$ cat config.mk
export PLATFORM = sky130hd
export DESIGN_NAME = spi_slave_drv
export DESIGN_NICKNAME = d
export VERILOG_FILES = /design/src/rtl/spi_slave_drv.sv
export SDC_FILE = /design/constraint.sdc
export NUM_CORES = 1
export LEC_CHECK = 0
export CAP_MARGIN = 20
export CELL_PAD_IN_SITES_DETAIL_PLACEMENT = 2
export CELL_PAD_IN_SITES_GLOBAL_PLACEMENT = 2
export CORE_ASPECT_RATIO = 1.25
export CORE_MARGIN = 2
export CORE_UTILIZATION = 39
export DETAILED_ROUTE_END_ITERATION = 8
export PLACE_DENSITY_LB_ADDON = 0.3
export SYNTH_ARGS = -nofsm -noshare
export SYNTH_HDL_FRONTEND = slang
export SYNTH_SLANG_ARGS = --single-unit
$ cat constraint.sdc
create_clock -name clk_i -period 3.15 [get_ports clk_i]
set_input_delay 0.63 -clock clk_i [delete_from_list [all_inputs] [get_ports clk_i]]
set_output_delay 0.63 -clock clk_i [all_outputs]
set_load 0.01 [all_outputs]
$ cat src/rtl/spi_slave_drv.sv
// SPI register-access responder: a header word selects a write or read burst onto a clk_i register port.
// Defining SPI_SLAVE_ERRCNT_EN adds the saturating frame-error counter on err_cnt_o. DUMMY_NUM must be >= 1.
module spi_slave_drv #(
  parameter real TCQ        = 0.1,
  parameter int  PMT_SEL    = 0,
  parameter int  DUMMY_NUM  = 8,
  parameter int  DATA_WIDTH = 32,
  parameter int  ADDR_WIDTH = 16,
  parameter int  CMD_WIDTH  = 8,
  parameter int  SPI_MODE   = 2
) (
  input  logic                  clk_i,
  input  logic                  rst_n_i,
  input  logic                  SPI_CLK,
  input  logic                  SPI_CSN,
  input  logic [SPI_MODE-1:0]   SPI_MOSI,
  output logic [SPI_MODE-1:0]   SPI_MISO,
  output logic                  spi_miso_t_o,
  output logic                  reg_wr_vld_o,
  output logic [ADDR_WIDTH-1:0] reg_wr_addr_o,
  output logic [DATA_WIDTH-1:0] reg_wr_data_o,
  output logic                  reg_rd_req_o,
  output logic [ADDR_WIDTH-1:0] reg_rd_addr_o,
  input  logic                  reg_rd_vld_i,
  input  logic [DATA_WIDTH-1:0] reg_rd_data_i,
  output logic [15:0]           err_cnt_o
);

  localparam int WORD_CYC = DATA_WIDTH / SPI_MODE;
  localparam int BC_W     = (WORD_CYC > 1) ? $clog2(WORD_CYC) : 1;
  localparam int DC_W     = (DUMMY_NUM > 1) ? $clog2(DUMMY_NUM) : 1;
  localparam int RX_W     = DATA_WIDTH - SPI_MODE;
  localparam logic [BC_W-1:0]       BC_LAST   = BC_W'(WORD_CYC - 1);
  localparam logic [DC_W-1:0]       DC_LAST   = DC_W'(DUMMY_NUM - 1);
  localparam logic [ADDR_WIDTH-1:0] ADDR_STEP = ADDR_WIDTH'(4);
  localparam logic [7:0]            PMT_SEL8  = 8'(PMT_SEL);

  typedef enum logic [2:0] {IDLE, HDR, SKIP, WR_DATA, DUMMY, RD_DATA} state_t;

  // TCQ only shaped simulation timing in earlier models; it has no effect on this logic.
  if (TCQ < 0.0) begin : g_tcq_unused
  end

  logic [2:0]          sclk_sync_q, csn_sync_q;
  logic [SPI_MODE-1:0] mosi_s1_q, mosi_s2_q;

  state_t                state_q, state_d;
  logic [BC_W-1:0]       bit_cnt_q, bit_cnt_d;
  logic [DC_W-1:0]       dum_cnt_q, dum_cnt_d;
  logic [4:0]            word_idx_q, word_idx_d, last_idx_q, last_idx_d;
  logic [ADDR_WIDTH-1:0] cur_addr_q, cur_addr_d;
  logic [RX_W-1:0]       rx_sr_q, rx_sr_d;
  logic [DATA_WIDTH-1:0] tx_sr_q, tx_sr_d;
  logic [DATA_WIDTH-1:0] rd_buf_q, rd_buf_d;
  logic                  rd_pend_q, rd_pend_d;
  logic                  wr_vld_q, wr_vld_d, rd_req_q, rd_req_d;
  logic [ADDR_WIDTH-1:0] wr_addr_q, wr_addr_d, rd_addr_q, rd_addr_d;
  logic [DATA_WIDTH-1:0] wr_data_q, wr_data_d;
  logic                  miso_t_q, miso_t_d;
  logic [1:0]            settle_q, settle_d;
  logic                  armed_q, armed_d;

  logic                  sclk_rise, sclk_fall, csn_fall, csn_rise;
  logic                  word_done, ld_word, last_word;
  logic [DATA_WIDTH-1:0] rx_next;
  logic [ADDR_WIDTH-1:0] hdr_addr;
  logic [7:0]            hdr_bsel;
  logic [4:0]            hdr_cnt;
  logic                  hdr_wr;

  // Bit 0 is the first sync stage, bit 1 the usable value, bit 2 its previous sample for edge detection.
  always_ff @(posedge clk_i or negedge rst_n_i) begin
    if (!rst_n_i) begin
      sclk_sync_q <= 3'b000;
      csn_sync_q  <= 3'b111;
      mosi_s1_q   <= '0;
      mosi_s2_q   <= '0;
    end else begin
      sclk_sync_q <= {sclk_sync_q[1:0], SPI_CLK};
      csn_sync_q  <= {csn_sync_q[1:0], SPI_CSN};
      mosi_s1_q   <= SPI_MOSI;
      mosi_s2_q   <= mosi_s1_q;
    end
  end

  assign sclk_rise = sclk_sync_q[1] & ~sclk_sync_q[2];
  assign sclk_fall = ~sclk_sync_q[1] & sclk_sync_q[2];
  assign csn_rise  = csn_sync_q[1] & ~csn_sync_q[2];
  assign csn_fall  = armed_q & ~csn_sync_q[1] & csn_sync_q[2];

  assign rx_next   = {rx_sr_q, mosi_s2_q};
  assign hdr_addr  = rx_next[DATA_WIDTH-1 -: ADDR_WIDTH];
  assign hdr_bsel  = rx_next[CMD_WIDTH +: 8];
  assign hdr_wr    = rx_next[CMD_WIDTH-1];
  assign hdr_cnt   = rx_next[4:0];
  assign last_word = (word_idx_q == last_idx_q);
  assign word_done = sclk_rise && (bit_cnt_q == BC_LAST) &&
                     (state_q == HDR || state_q == WR_DATA || state_q == RD_DATA);
  assign ld_word   = (state_q == RD_DATA) && sclk_fall && (bit_cnt_q == '0);

  // The preset CSN=1 needs two clocks to flush; a frame only starts after CSN is genuinely seen high.
  always_comb begin
    settle_d = (settle_q == 2'd2) ? settle_q : settle_q + 2'd1;
    armed_d  = armed_q | ((settle_q == 2'd2) & csn_sync_q[1]);
  end

  always_comb begin
    state_d    = state_q;
    bit_cnt_d  = bit_cnt_q;
    dum_cnt_d  = dum_cnt_q;
    word_idx_d = word_idx_q;
    last_idx_d = last_idx_q;
    cur_addr_d = cur_addr_q;
    rx_sr_d    = rx_sr_q;
    tx_sr_d    = tx_sr_q;
    rd_buf_d   = rd_buf_q;
    rd_pend_d  = rd_pend_q;
    wr_vld_d   = 1'b0;
    wr_addr_d  = wr_addr_q;
    wr_data_d  = wr_data_q;
    rd_req_d   = 1'b0;
    rd_addr_d  = rd_addr_q;

    if (sclk_rise && (state_q == HDR || state_q == WR_DATA || state_q == RD_DATA)) begin
      bit_cnt_d = (bit_cnt_q == BC_LAST) ? '0 : bit_cnt_q + 1'b1;
      rx_sr_d   = rx_next[RX_W-1:0];
    end

    unique case (state_q)
      IDLE: begin
        if (csn_fall) begin
          state_d   = HDR;
          bit_cnt_d = '0;
        end
      end
      HDR: begin
        if (word_done) begin
          word_idx_d = '0;
          last_idx_d = hdr_cnt;
          if (hdr_bsel != PMT_SEL8) begin
            state_d = SKIP;
          end else if (hdr_wr) begin
            state_d    = WR_DATA;
            cur_addr_d = hdr_addr;
          end else begin
            state_d    = DUMMY;
            dum_cnt_d  = '0;
            rd_req_d   = 1'b1;
            rd_addr_d  = hdr_addr;
            cur_addr_d = hdr_addr + ADDR_STEP;
          end
        end
      end
      WR_DATA: begin
        if (word_done) begin
          wr_vld_d   = 1'b1;
          wr_addr_d  = cur_addr_q;
          wr_data_d  = rx_next;
          cur_addr_d = cur_addr_q + ADDR_STEP;
          word_idx_d = word_idx_q + 1'b1;
          if (last_word) state_d = SKIP;
        end
      end
      DUMMY: begin
        if (sclk_rise) begin
          dum_cnt_d = dum_cnt_q + 1'b1;
          if (dum_cnt_q == DC_LAST) begin
            state_d   = RD_DATA;
            bit_cnt_d = '0;
          end
        end
      end
      RD_DATA: begin
        // The falling edge opening each word loads fresh data and prefetches the next address.
        if (ld_word) begin
          tx_sr_d   = rd_pend_q ? rd_buf_q : '0;
          rd_pend_d = 1'b0;
          if (!last_word) begin
            rd_req_d   = 1'b1;
            rd_addr_d  = cur_addr_q;
            cur_addr_d = cur_addr_q + ADDR_STEP;
          end
        end else if (sclk_fall) begin
          tx_sr_d = tx_sr_q << SPI_MODE;
        end
        if (word_done) begin
          word_idx_d = word_idx_q + 1'b1;
          if (last_word) state_d = SKIP;
        end
      end
      default: ;
    endcase

    if (reg_rd_vld_i) begin
      rd_buf_d  = reg_rd_data_i;
      rd_pend_d = 1'b1;
    end
    if (csn_rise) state_d = IDLE;
    if (state_d != DUMMY && state_d != RD_DATA) tx_sr_d = '0;
    if (state_d == IDLE) begin
      rd_pend_d = 1'b0;
      bit_cnt_d = '0;
    end
    miso_t_d = !(state_d == DUMMY || state_d == RD_DATA);
  end

  always_ff @(posedge clk_i or negedge rst_n_i) begin
    if (!rst_n_i) begin
      state_q    <= IDLE;
      bit_cnt_q  <= '0;
      dum_cnt_q  <= '0;
      word_idx_q <= '0;
      last_idx_q <= '0;
      cur_addr_q <= '0;
      rx_sr_q    <= '0;
      tx_sr_q    <= '0;
      rd_buf_q   <= '0;
      rd_pend_q  <= 1'b0;
      wr_vld_q   <= 1'b0;
      wr_addr_q  <= '0;
      wr_data_q  <= '0;
      rd_req_q   <= 1'b0;
      rd_addr_q  <= '0;
      miso_t_q   <= 1'b1;
      settle_q   <= '0;
      armed_q    <= 1'b0;
    end else begin
      state_q    <= state_d;
      bit_cnt_q  <= bit_cnt_d;
      dum_cnt_q  <= dum_cnt_d;
      word_idx_q <= word_idx_d;
      last_idx_q <= last_idx_d;
      cur_addr_q <= cur_addr_d;
      rx_sr_q    <= rx_sr_d;
      tx_sr_q    <= tx_sr_d;
      rd_buf_q   <= rd_buf_d;
      rd_pend_q  <= rd_pend_d;
      wr_vld_q   <= wr_vld_d;
      wr_addr_q  <= wr_addr_d;
      wr_data_q  <= wr_data_d;
      rd_req_q   <= rd_req_d;
      rd_addr_q  <= rd_addr_d;
      miso_t_q   <= miso_t_d;
      settle_q   <= settle_d;
      armed_q    <= armed_d;
    end
  end

  assign SPI_MISO      = tx_sr_q[DATA_WIDTH-1 -: SPI_MODE];
  assign spi_miso_t_o  = miso_t_q;
  assign reg_wr_vld_o  = wr_vld_q;
  assign reg_wr_addr_o = wr_addr_q;
  assign reg_wr_data_o = wr_data_q;
  assign reg_rd_req_o  = rd_req_q;
  assign reg_rd_addr_o = rd_addr_q;

`ifdef SPI_SLAVE_ERRCNT_EN
  logic [15:0] err_cnt_q, err_cnt_d;
  logic [16:0] err_sum;
  logic        abort_evt, tmo_evt, frame_end;

  // A word that completes the whole burst on the same edge as CSN rise is a clean end, not an abort.
  assign frame_end = word_done && last_word && (state_q == WR_DATA || state_q == RD_DATA);
  assign abort_evt = csn_rise && !frame_end &&
                     (state_q == HDR || state_q == WR_DATA || state_q == DUMMY || state_q == RD_DATA);
  assign tmo_evt   = ld_word && !rd_pend_q;

  always_comb begin
    err_sum   = {1'b0, err_cnt_q} + 17'(abort_evt) + 17'(tmo_evt);
    err_cnt_d = err_sum[16] ? 16'hFFFF : err_sum[15:0];
  end

  always_ff @(posedge clk_i or negedge rst_n_i) begin
    if (!rst_n_i) err_cnt_q <= '0;
    else          err_cnt_q <= err_cnt_d;
  end

  assign err_cnt_o = err_cnt_q;
`else
  assign err_cnt_o = '0;
`endif

endmodule

==> results.ini, run 1 <==
[timing]
max_freq_mhz = 417
worst_slack_ns = 0.753
clock_skew_ns = 0.0192
finalCritPeriodShare = 0.761
hold_viol_final = 0
tns_ns = 0
worst_slew_pin_slew_ns = 0.666
setup_viol = 0
drv_slew = 0
maxSlewHeadroom = 0.556
rsz0062_at_grt = no
period_minus_slack_ns = 2.40

[synthesis]
syn_area_per_cell_um2 = 11.3
synth_area_um2 = 9400
synth_cells = 833
ys_warn_count = 0
synth_enable_flop_cells = 0
synth_top_area_share = 0.551
seq_area_frac_synth = 0.562
synth-seq-cells = 211
synthDistinctLibCells = 58
synth_top_flop_cell = dfrtp_1
yosysTopAreaCell = dfrtp_1
yosys-top-cells-area = dfrtp_1 55%, mux2_2 14%, nand3_1 4.0%
synthArstFlopShare = 1.00

[power_and_ir_drop]
ir_drop_mv = 0.597
cellLeakagePower_uw = 0.00510
p_per_area_nw_per_um2 = 548
power_uw = 6340

[global_routing]
grt_util_all_layers = 0.203
grt_max_degree = 81
antenna_found_initial = 0
grt_pass1_vias = 7528
grt_pass1_wl_um = 41100
overflow = 0

[setup_path]
critPathKind = reg -> reg
r2r_cells = 7
arrival_ns = 2.82
cp_max_fo = 33
r2r_setup_slack_ns = 0.75
rr_endpoint = reg_rd_addr_o[2]$_DFFE_PN0P_
endpoint_kind = register
reg2reg_from = rx_sr_q[7]$_DFFE_PN0P_
start_kind = register
cp_data_required_time_ns = 3.57

[placement]
gp_congestion = 0.734
placed_cell_area_um2 = 10700
placed_cells = 1229
place_hpwl_um = 16100
pre_cts_ws_ns = 0.781
port_buffers = 107

[cells_and_area]
layout_common_cells = 207 x dfrtp_1, 115 x mux2_2, 106 x clkdlybuf4s50_1, 76 x nand3_1, 71 x nand2_1
fillers = 2375
drive_gt1_frac = 0.205
final_common_cell = dfrtp_1
diodes = 0
area_growth_pct = 23.1
final_cells = 1271
design_area_um2 = 11600
nets = 976

[outcome]
status = complete, no violations

[floorplan]
ios = 124
die_h_um = 178
die_x_um = 143
num_rows = 63
core_um2 = 23700
start_util = 0.396
die-area_um2 = 25400

[cts]
cts_hold_buf = 0
cts.sinks = 211
clk_latency_ns = 0.52
cts_htree_levels = 1
cts.clk_slew.worst_paths_ns = 0.06
cts_resized = 0
clockRootBuffer = clkbuf_16
cts_buffers = 23
cts_tree = yes
post-cts-setup-buffer-count = 0
cts_buffer_depth = 3

[route]
vias = 6651
drt_first_pass_iters = 4
viasPerCell = 5.23
drtIter0Drc = 238
ant_nets = 0
drcViolationCount = 0
wl_per_cell_um = 19.5
wl_um = 24700

[min_path]
hp-class = in -> async

[run]
cap_viol_max_count = 0

[cells by family (layout without fill, tap and decap cells)]
family,after synthesis,after routing,synth area share
DFF,211,211,0.562
and+or+nand+nor,262,262,0.133
buffers and inverters,78,176,0.0441
xor gates and xnor gates,23,23,0.0214
adders and majority gates,8,8,0.0107
other,1,16,0.000399
muxes,133,133,0.157
AOI/OAI and AO/OA,117,117,0.0711
[flip-flops by register name, indices dropped and copies added (netlist names)]
| register | cells |
|---|---|
| armed_q | 1 |
| bit_cnt_q | 4 |
| csn_sync_q | 3 |
| cur_addr_q | 16 |
| dum_cnt_q | 3 |
| last_idx_q | 5 |
| mosi_s1_q | 2 |
| mosi_s2_q | 2 |
| rd_buf_q | 32 |
| rd_pend_q | 1 |
| reg_rd_addr_o | 16 |
| reg_rd_req_o | 1 |
| reg_wr_addr_o | 16 |
| reg_wr_data_o | 32 |
| reg_wr_vld_o | 1 |
| rx_sr_q | 30 |
| sclk_sync_q | 3 |
| settle_q | 2 |
| spi_miso_t_o | 1 |
| state_q | 3 |
| tx_sr_q | 32 |
| word_idx_q | 5 |
[routing by layer]
metal,wire (um),share of wire,GRT usage,vias up
li1,-,-,-,3047
met1,10900,0.44,0.265,3465
met2,12600,0.51,0.356,113
met3,892,0.036,0.0302,26
met4,356,0.014,0.0437,0
met5,0,0,0,-
[power by group]
part | total, uW | switching [uW] | internal, uW
sequential | 2960 | 120 | 2840
clock | 2930 | 1120 | 1810
combinational | 452 | 240 | 212
total | 6340 | 1480 | 4860
[critical path, stage by stage, from the launching register on]
cell and delay (ns):
dfrtp_1 0.41, nor4_1 0.44, nand2_1 0.19, or4_4 0.51
o21ai_2 0.09, buf_4 0.37, nor2_1 0.08, a21oi_1 0.18
[cell usage after synthesis, drive strengths merged, types with 2 or more instances]
| master | n |
|---|---|
| dfrtp | 207 |
| mux2 | 116 |
| nand3 | 76 |
| nand2 | 74 |
| nor2 | 68 |
| o21ai | 55 |
| a21oi | 46 |
| buf | 40 |
| clkbuf | 29 |
| mux2i | 17 |
| xnor2 | 13 |
| xor2 | 10 |
| inv | 9 |
| nand4 | 9 |
| ha | 8 |
| nand2b | 5 |
| or3 | 5 |
| and3 | 4 |
| dfstp | 4 |
| o22ai | 4 |
| and2 | 3 |
| nor3 | 3 |
| a22o | 2 |
| and4 | 2 |
| and4b | 2 |
| nor4 | 2 |
| or2 | 2 |
| or4 | 2 |
[how the worst max path moves through the flow]
stage,start,to,slack [ns],cells past startpoint
after floorplan,bit_cnt_q[0]$_DFF_PN0_,reg_wr_data_o[18]$_DFFE_PN0P_,1.15,7
after global placement,cur_addr_q[2]$_DFFE_PN0P_,cur_addr_q[12]$_DFFE_PN0P_,0.92,7
after global routing,bit_cnt_q[0]$_DFF_PN0_,reg_rd_addr_o[3]$_DFFE_PN0P_,0.60,8
after CTS,rx_sr_q[7]$_DFFE_PN0P_,reg_rd_addr_o[3]$_DFFE_PN0P_,0.74,7
final,rx_sr_q[7]$_DFFE_PN0P_,reg_rd_addr_o[2]$_DFFE_PN0P_,0.75,7
after detailed placement,bit_cnt_q[0]$_DFF_PN0_,reg_rd_addr_o[12]$_DFFE_PN0P_,0.78,8
[area by class of cell]
| cell class | instances | area (um^2) | share of cell area |
|---|---|---|---|
| sequential | 211 | 5290 | 0.457 |
| multi-input combinational | 559 | 3770 | 0.326 |
| timing repair buffer | 125 | 1250 | 0.108 |
| clock buffer | 31 | 666 | 0.0575 |
| tap | 325 | 407 | 0.0351 |
| clock inverter | 11 | 163 | 0.0141 |
| inverter | 9 | 33.8 | 0.00292 |
[through the flow]
step / hold slack [ns] / util
6_report: 0.119 / 0.488
5_1_grt: 0.166 / 0.488
4_1_cts: 0.135 / 0.488
3_5_place_dp: 0.342 / 0.453
3_3_place_gp: 0.333 / 0.453
2_1_floorplan: 0.331 / -
No activity file was read; power rests on OpenSTA's default activity.
==> inputs of run 2 (changes only) <==
Settings changed: CORE_UTILIZATION 39 to 33.
Clock period 3.15 ns to 2.1 ns, I/O delays scaled along.
==> run 2 against run 1 <==
The flow now finishes with violations (negative setup slack); worst setup slack worse by 0.81 ns; routed wire length grew 16%; sequential share of layout area decreased by 3.6 points; clock power rose by 42%; worst hold slack improved by 0.20 ns; via count increased by 5.5%; clock skew fell by 0.0087 ns; maximum frequency up 11%; die area is 18% higher; critical endpoint is now reg_wr_data_o[16]$_DFFE_PN0P_; largest cell class unchanged.
==> results.ini, run 2 (synthesized netlist as in run 1, its figures left out) <==
[route]
drt_first_pass_iters = 4
wl_um = 28700
viasPerCell = 5.12
drtIter0Drc = 233
drcViolationCount = 0
vias = 7015
wl_per_cell_um = 21.0
ant_nets = 0

[cells_and_area]
layout_common_cells = 203 x dfrtp_1, 112 x mux2_2, 106 x clkdlybuf4s50_1, 76 x nand3_1, 70 x nand2_1
drive_gt1_frac = 0.295
design_area_um2 = 12600
seq_area_um2 = 5290
fillers = 2825
nets = 1044
multi_input_area_um2 = 4010
area_growth_pct = 33.9
diodes = 0
final_common_cell = dfrtp_1

[setup_path]
cp_common_cell = buf_6
cp_max_fo = 4
start_kind = register
critPathKind = reg -> reg
arrival_ns = 2.56
endpoint_kind = register
r2r_setup_slack_ns = -0.06
rr_endpoint = reg_wr_data_o[16]$_DFFE_PN0P_
critPathTopFamily = simple AND/OR/NAND/NOR gates
cp_slowest_cell = dfrtp_1
cp_data_required_time_ns = 2.50
path_buf_inv = 3
reg2reg_from = sclk_sync_q[2]$_DFF_PN0_
r2r_cells = 8
critPathMaxStageDelay_ns = 0.40
worstPathCellList = and2b_2 > and3_4 > nand2_2 > nor4b_4 > buf_6 > buf_6 > clkbuf_16 > mux2_2

[global_routing]
overflow = 0
grt_util_all_layers = 0.177
grt_max_degree = 65
antenna_found_initial = 0
grt_pass1_wl_um = 42200
grt_pass1_vias = 7661

[min_path]
min_from = SPI_CSN
whs_endpoint = csn_sync_q[0]$_DFF_PN1_
hp-class = in -> reg
whs_path_depth = 1

[timing]
hold_viol_final = 0
clock_skew_ns = 0.0105
max_freq_mhz = 464
period_minus_slack_ns = 2.16
setup_viol = 78
worst_slack_ns = -0.0554
hold_slack_ns = 0.315
rsz0062_at_grt = yes
maxSlewHeadroom = 0.622
finalCritPeriodShare = 1.03
worst_slew_pin_slew_ns = 0.566
drv_slew = 0

[placement]
place_hpwl_um = 16900
gp_congestion = 0.758
placed_cell_area_um2 = 11100
port_buffers = 107

[cts]
cts_buffers = 24
cts.sinks = 211
cts_tree = yes
cts.clk_slew.worst_paths_ns = 0.06
clk_latency_ns = 0.52
cts_buffer_depth = 3
cts_htree_levels = 1
clockRootBuffer = clkbuf_16

[power_and_ir_drop]
p_per_area_nw_per_um2 = 746
cellLeakagePower_uw = 0.00549
ir_drop_mv = 0.633

[run]
cap_viol_max_count = 0

[floorplan]
die_x_um = 155
ios = 124
die-area_um2 = 29800
start_util = 0.333
num_rows = 69
core_um2 = 28200
die_h_um = 193

[outcome]
status = complete, but fails checks
violations = negative setup slack

run 2: power breakdown:
part	leakage [uW]	switching, uW	internal, uW	total, uW
Sequential	0.00281	214	4260	4480
Combinational	0.00230	374	374	748
Clock	0.000374	1660	2510	4170
Total	0.00549	2250	7150	9390
run 2: per-layer routing:
layer,track usage,wire (um)
met3,0.0287,1030
met5,0,0
met2,0.308,14500
met1,0.231,12500
met4,0.0377,649
run 2: cell type report:
cell class	count	area share
clock buffer	40	0.0558
sequential	211	0.420
timing repair buffer	192	0.162
tap	355	0.0353
multi-input combinational	559	0.319
inverter	9	0.00268
clock inverter	4	0.00557
run 2: worst max-delay path by stage:
stage / slack, ns / to / cells after the start / start
2_1_floorplan: 0.1 / reg_wr_data_o[18]$_DFFE_PN0P_ / 7 / bit_cnt_q[0]$_DFF_PN0_
3_3_place_gp: 0.02 / reg_wr_addr_o[7]$_DFFE_PN0P_ / 6 / sclk_sync_q[2]$_DFF_PN0_
3_5_place_dp: -0.07 / tx_sr_q[15]$_DFFE_PN0P_ / 7 / rx_sr_q[7]$_DFFE_PN0P_
4_1_cts: -0.004 / reg_wr_data_o[19]$_DFFE_PN0P_ / 7 / sclk_sync_q[2]$_DFF_PN0_
5_1_grt: -0.13 / reg_rd_addr_o[13]$_DFFE_PN0P_ / 8 / sclk_sync_q[2]$_DFF_PN0_
6_report: -0.06 / reg_wr_data_o[16]$_DFFE_PN0P_ / 8 / sclk_sync_q[2]$_DFF_PN0_
run 2: stage by stage:
| step | util | cells | setup WS (ns) | total power [uW] | TNS [ns] |
|---|---|---|---|---|---|
| 2_1_floorplan | - | 848 | 0.0984 | 4850 | 0 |
| 5_1_grt | 0.446 | 1370 | -0.129 | 9780 | -8.95 |
| 6_report | 0.446 | 1370 | -0.0554 | 9390 | -2.36 |
| 4_1_cts | 0.426 | 1348 | -0.00445 | 9480 | -0.0157 |
| 3_5_place_dp | 0.395 | 1297 | -0.0744 | 5230 | -2.17 |
| 3_3_place_gp | 0.395 | 1297 | 0.0230 | 5180 | 0 |
run 2: repair_timing:
action                                  CTS  global route
gates cloned                              1             8
endpoints found under the setup margin  105           112
hold buffers                              1             0
pin swaps                                 3             6
endpoints found under the hold margin    32             0
gates resized for setup                   8            72
buffers inserted                          5            14
run 2: worst reg2reg max path, cell delays in order (launching register included):
cell and delay [ns]:
dfrtp_1 0.40, and2b_2 0.28, and3_4 0.21, nand2_2 0.08, nor4b_4 0.26, buf_6 0.19
buf_6 0.14, clkbuf_16 0.14, mux2_2 0.33
==> inputs of run 3 (changes only) <==
Settings changed: CTS_BUF_LIST set to sky130_fd_sc_hd__clkbuf_16.
==> run 3 against run 2 <==
The flow still finishes with violations (negative setup slack); worst setup slack got worse by 0.013 ns; via count up 0.31%; final cell count about the same; combinational power is 2% higher; count of clock-buffer cells in the layout shrank 15; routed wire length increased by 0.83%; die area unchanged; non-clock buffer count up 1.
==> results.ini, run 3 (synthesized netlist as in run 1, its figures left out) <==
[floorplan]
num_rows = 69
die_x_um = 155
die-area_um2 = 29800
ios = 124
die_h_um = 193
start_util = 0.333
core_um2 = 28200

[cts]
cts_buffers = 24
clockRootBuffer = clkbuf_16
cts_tree = yes
clk_latency_ns = 0.52
cts_buffer_depth = 3
cts.sinks = 211
cts.clk_slew.worst_paths_ns = 0.06
cts_htree_levels = 1

[placement]
place_hpwl_um = 16900
placed_cell_area_um2 = 11100
port_buffers = 107
gp_congestion = 0.758

[setup_path]
rr_endpoint = reg_wr_data_o[12]$_DFFE_PN0P_
reg2reg_from = sclk_sync_q[2]$_DFF_PN0_
cp_data_required_time_ns = 2.50
r2r_setup_slack_ns = -0.07
r2r_cells = 8
cp_max_fo = 6
start_kind = register
arrival_ns = 2.57
endpoint_kind = register
critPathKind = reg -> reg

[outcome]
status = complete, but fails checks
violations = negative setup slack

[global_routing]
antenna_found_initial = 0
grt_pass1_wl_um = 42100
grt_max_degree = 65
overflow = 0
grt_pass1_vias = 7651
grt_util_all_layers = 0.176

[cells_and_area]
design_area_um2 = 12600
drive_gt1_frac = 0.292
final_common_cell = dfrtp_1
nets = 1045
area_growth_pct = 33.9
layout_common_cells = 202 x dfrtp_1, 112 x mux2_2, 106 x clkdlybuf4s50_1, 76 x nand3_1, 69 x nand2_1
fillers = 2843
final_util = 0.446
diodes = 0

[route]
wl_per_cell_um = 21.1
route.met2.wl_um = 14700
drt_first_pass_iters = 4
viasPerCell = 5.13
vias = 7037
routed.top_layer = met4
wl_um = 29000
drtIter0Drc = 185
route.layer.met1.wl_um = 12300
wl_met3_um = 1140
drcViolationCount = 0
ant_nets = 0

[min_path]
whs_endpoint = csn_sync_q[0]$_DFF_PN1_
whs_path_depth = 1
hp-class = in -> reg
min_from = SPI_CSN

[timing]
rsz0062_at_grt = yes
hold_viol_final = 0
tns_ns = -2.15
drv_slew = 0
worst_slew_pin_slew_ns = 0.517
worst_slack_ns = -0.0683
max_freq_mhz = 461
clock_skew_ns = 0.0102
finalCritPeriodShare = 1.03
maxSlewHeadroom = 0.655
setup_viol = 67
hold_slack_ns = 0.316
period_minus_slack_ns = 2.17

[power_and_ir_drop]
ir_drop_mv = 0.632
p_sw_frac = 0.244
power_uw = 9280
p_per_area_nw_per_um2 = 738
switchingPower_uw = 2270
power.internal_uw = 7020
pwr-share-clk = 0.435
seqPwrFrac = 0.482
cellLeakagePower_uw = 0.00555
comb_power_share = 0.083

[run]
cap_viol_max_count = 0

[run 3: layer usage]
metal / track usage / vias to the layer above
met2: 0.309 / 159
met3: 0.0287 / 48
met4: 0.0363 / 0
met1: 0.229 / 3639
li1: - / 3191
met5: 0 / -
[run 3: cell type report]
class	count	area, um^2	area share
tap	355	444	0.0353
multi-input combinational	559	4010	0.319
clock inverter	19	126	0.0100
inverter	9	33.8	0.00268
sequential	211	5290	0.420
timing repair buffer	193	2050	0.163
clock buffer	25	626	0.0497
[run 3: through the flow]
stage	setup slack [ns]	instances
CTS	-0.00468	1348
global route	-0.114	1371
global placement	0.0230	1297
floorplan	0.0984	848
detailed placement	-0.0744	1297
finish	-0.0683	1371
[run 3: critical path, cell delays in order (launching register included)]
cell	delay (ns)
dfrtp_1	0.39
and2b_2	0.28
and3_4	0.23
nand2_2	0.08
nor4b_4	0.26
buf_6	0.19
buf_6	0.14
clkbuf_16	0.15
mux2_2	0.33
[run 3: how the worst max path moves through the flow]
stage                                    endpoint  depth (start not counted)                startpoint  slack (ns)
floorplan           reg_wr_data_o[18]$_DFFE_PN0P_                          7    bit_cnt_q[0]$_DFF_PN0_         0.1
global placement     reg_wr_addr_o[7]$_DFFE_PN0P_                          6  sclk_sync_q[2]$_DFF_PN0_        0.02
detailed placement        tx_sr_q[15]$_DFFE_PN0P_                          7    rx_sr_q[7]$_DFFE_PN0P_       -0.07
CTS                 reg_wr_data_o[19]$_DFFE_PN0P_                          7  sclk_sync_q[2]$_DFF_PN0_      -0.005
global route        reg_wr_data_o[29]$_DFFE_PN0P_                          8  sclk_sync_q[2]$_DFF_PN0_       -0.11
finish              reg_wr_data_o[12]$_DFFE_PN0P_                          8  sclk_sync_q[2]$_DFF_PN0_       -0.07
[run 3: timing repair]
| item | 4_1_cts | 5_1_grt |
|---|---|---|
| setup buffers | 5 | 15 |
| pin swaps | 3 | 5 |
| resized for setup | 8 | 75 |
| setup endpoints to repair | 105 | 112 |
| gates cloned | 1 | 8 |
| endpoints found under the hold margin | 32 | 0 |
| hold buffers | 1 | 0 |
[run 3: power by group through the flow]
stage          sequential [uW]  clock [uW]  combinational, uW
3_3_place_gp              4500           0                684
6_report                  4480        4040                766
2_1_floorplan             4420           0                427
5_1_grt                   4510        4310                838
3_5_place_dp              4520           0                709
4_1_cts                   4450        4160                725
==> edit: new RTL, settings of run 3 <==
`DATA_WIDTH`: 32 -> 16.
--- a/src/rtl/spi_slave_drv.sv
+++ b/src/rtl/spi_slave_drv.sv
@@ -5,5 +5,5 @@
   parameter int  PMT_SEL    = 0,
   parameter int  DUMMY_NUM  = 8,
-  parameter int  DATA_WIDTH = 32,
+  parameter int  DATA_WIDTH = 16,
   parameter int  ADDR_WIDTH = 16,
   parameter int  CMD_WIDTH  = 8,
Interface: changed (resized reg_rd_data_i and reg_wr_data_o); port bits go from 124 to 92. The function was not compared with the original's and may differ.
==> edit against run 3 <==
The flow still finishes with violations (negative setup slack). Via count decreased by 24%. Final area decreased by 26%. Routed wire length decreased by 20%. Sequential cell count decreased by 65. Combinational power increased by 140%. Synthesized area decreased by 27%. Setup slack got worse by 0.12 ns. Power decreased by 14%.
==> edit: results (changes against run 3) <==
sta:
  worst_pin_slew_ns: 0.631  # +0.114 ns
  setup_viol: 52  # -22%
  setup_slack_ns: -0.190  # -0.122 ns
  clock_skew_ns: 0.00980  # -0.000364 ns
cts:
  clockBufferDepth: 2  # -1
  clkLatencyLatePin_ns: 0.44  # -0.08 ns
  cts_buffers: 17  # -29%
  cts-resized-gates: 22  # +14
power_and_ir_drop:
  vdd_ir_drop_max_v: 0.000613  # -3.0%
global_routing:
  use_met2: 0.378  # +0.0687
  grt_pass1_vias: 5973  # -22%
  grt_first_pass_wirelength_mm: 33.6  # -20%
logic_synthesis:
  synth-adder-area-share: 0.0165  # +0.00587
  synth-xor-area-share: 0.0167  # -0.00473
  synth.distinct_cells: 59  # +1.7%
  synth_compound_area_frac: 0.108  # +0.0369
final_layout:
  nNetsFinal: 763  # -27%
  fin_cells: 1013  # -26%
  layout-drive-gt1-share: 0.339  # +0.0468
detailed_routing:
  wl_met1_mm: 8.73  # -29%
  post_drt_wl_per_cell_um: 22.9  # +8.2%
  via_per_inst: 5.29  # +3.1%
  wl_met3_um: 598  # -48%
worst_setup_path:
  path_max_fanout: 5  # -1
  cp.arrival_ns: 2.64  # +0.07 ns
outcome:
  outcome: "finished with violations"
  failed_checks: "negative setup slack"
placement:
  dp_hpwl_mm: 14.3  # -16%
  place_congestion: 0.846  # +11%
edit: cell types whose count changed after synthesis, sizes merged, moves of 13 or more:
| cell | change |
|---|---|
| dfrtp | -65 |
| nor2 | -53 |
| nand3 | -48 |
| mux2 | -30 |
| o21ai | -26 |
| nand2 | -19 |
| nor3 | +19 |
| mux2i | -13 |
edit: where the power goes:
| part | switching, mW | internal, mW |
|---|---|---|
| clock | 1.25 | 1.61 |
| sequential | 0.252 | 2.99 |
| combinational | 1.02 | 0.817 |
edit: layout make-up:
| cell class | instances | area (um2) |
|---|---|---|
| clock inverter | 14 | 118 |
| fill | 2098 | 10900 |
| sequential | 146 | 3660 |
| inverter | 21 | 86.3 |
| clock buffer | 17 | 425 |
| tap | 270 | 338 |
| multi-input combinational | 402 | 3260 |
| timing repair buffer | 143 | 1410 |
edit: stage by stage:
step	setup WS, ns	total power, mW	TNS, ns
after floorplan	-0.0201	4.04	-0.196
after global placement	-0.0759	4.78	-1.41
after detailed placement	-0.153	4.87	-3.13
after CTS	-0.0899	7.85	-1.76
after global routing	-0.269	8.30	-8.71
final	-0.190	7.95	-4.61
edit: final timing paths:
check / cells after the start / from / endpoint
setup reg to reg: 8 / bit_cnt_q[0]$_DFF_PN0_ / tx_sr_q[2]$_DFFE_PN0P_
setup / recovery: 8 / bit_cnt_q[0]$_DFF_PN0_ / tx_sr_q[2]$_DFFE_PN0P_
hold / removal: 0 / sclk_sync_q[0]$_DFF_PN0_ / sclk_sync_q[1]$_DFF_PN0_
max in group asynchronous: 3 / rst_n_i / cur_addr_q[8]$_DFFE_PN0P_
min in group asynchronous: 2 / rst_n_i / rx_sr_q[10]$_DFFE_PN0N_
hold reg to reg: 0 / sclk_sync_q[0]$_DFF_PN0_ / sclk_sync_q[1]$_DFF_PN0_
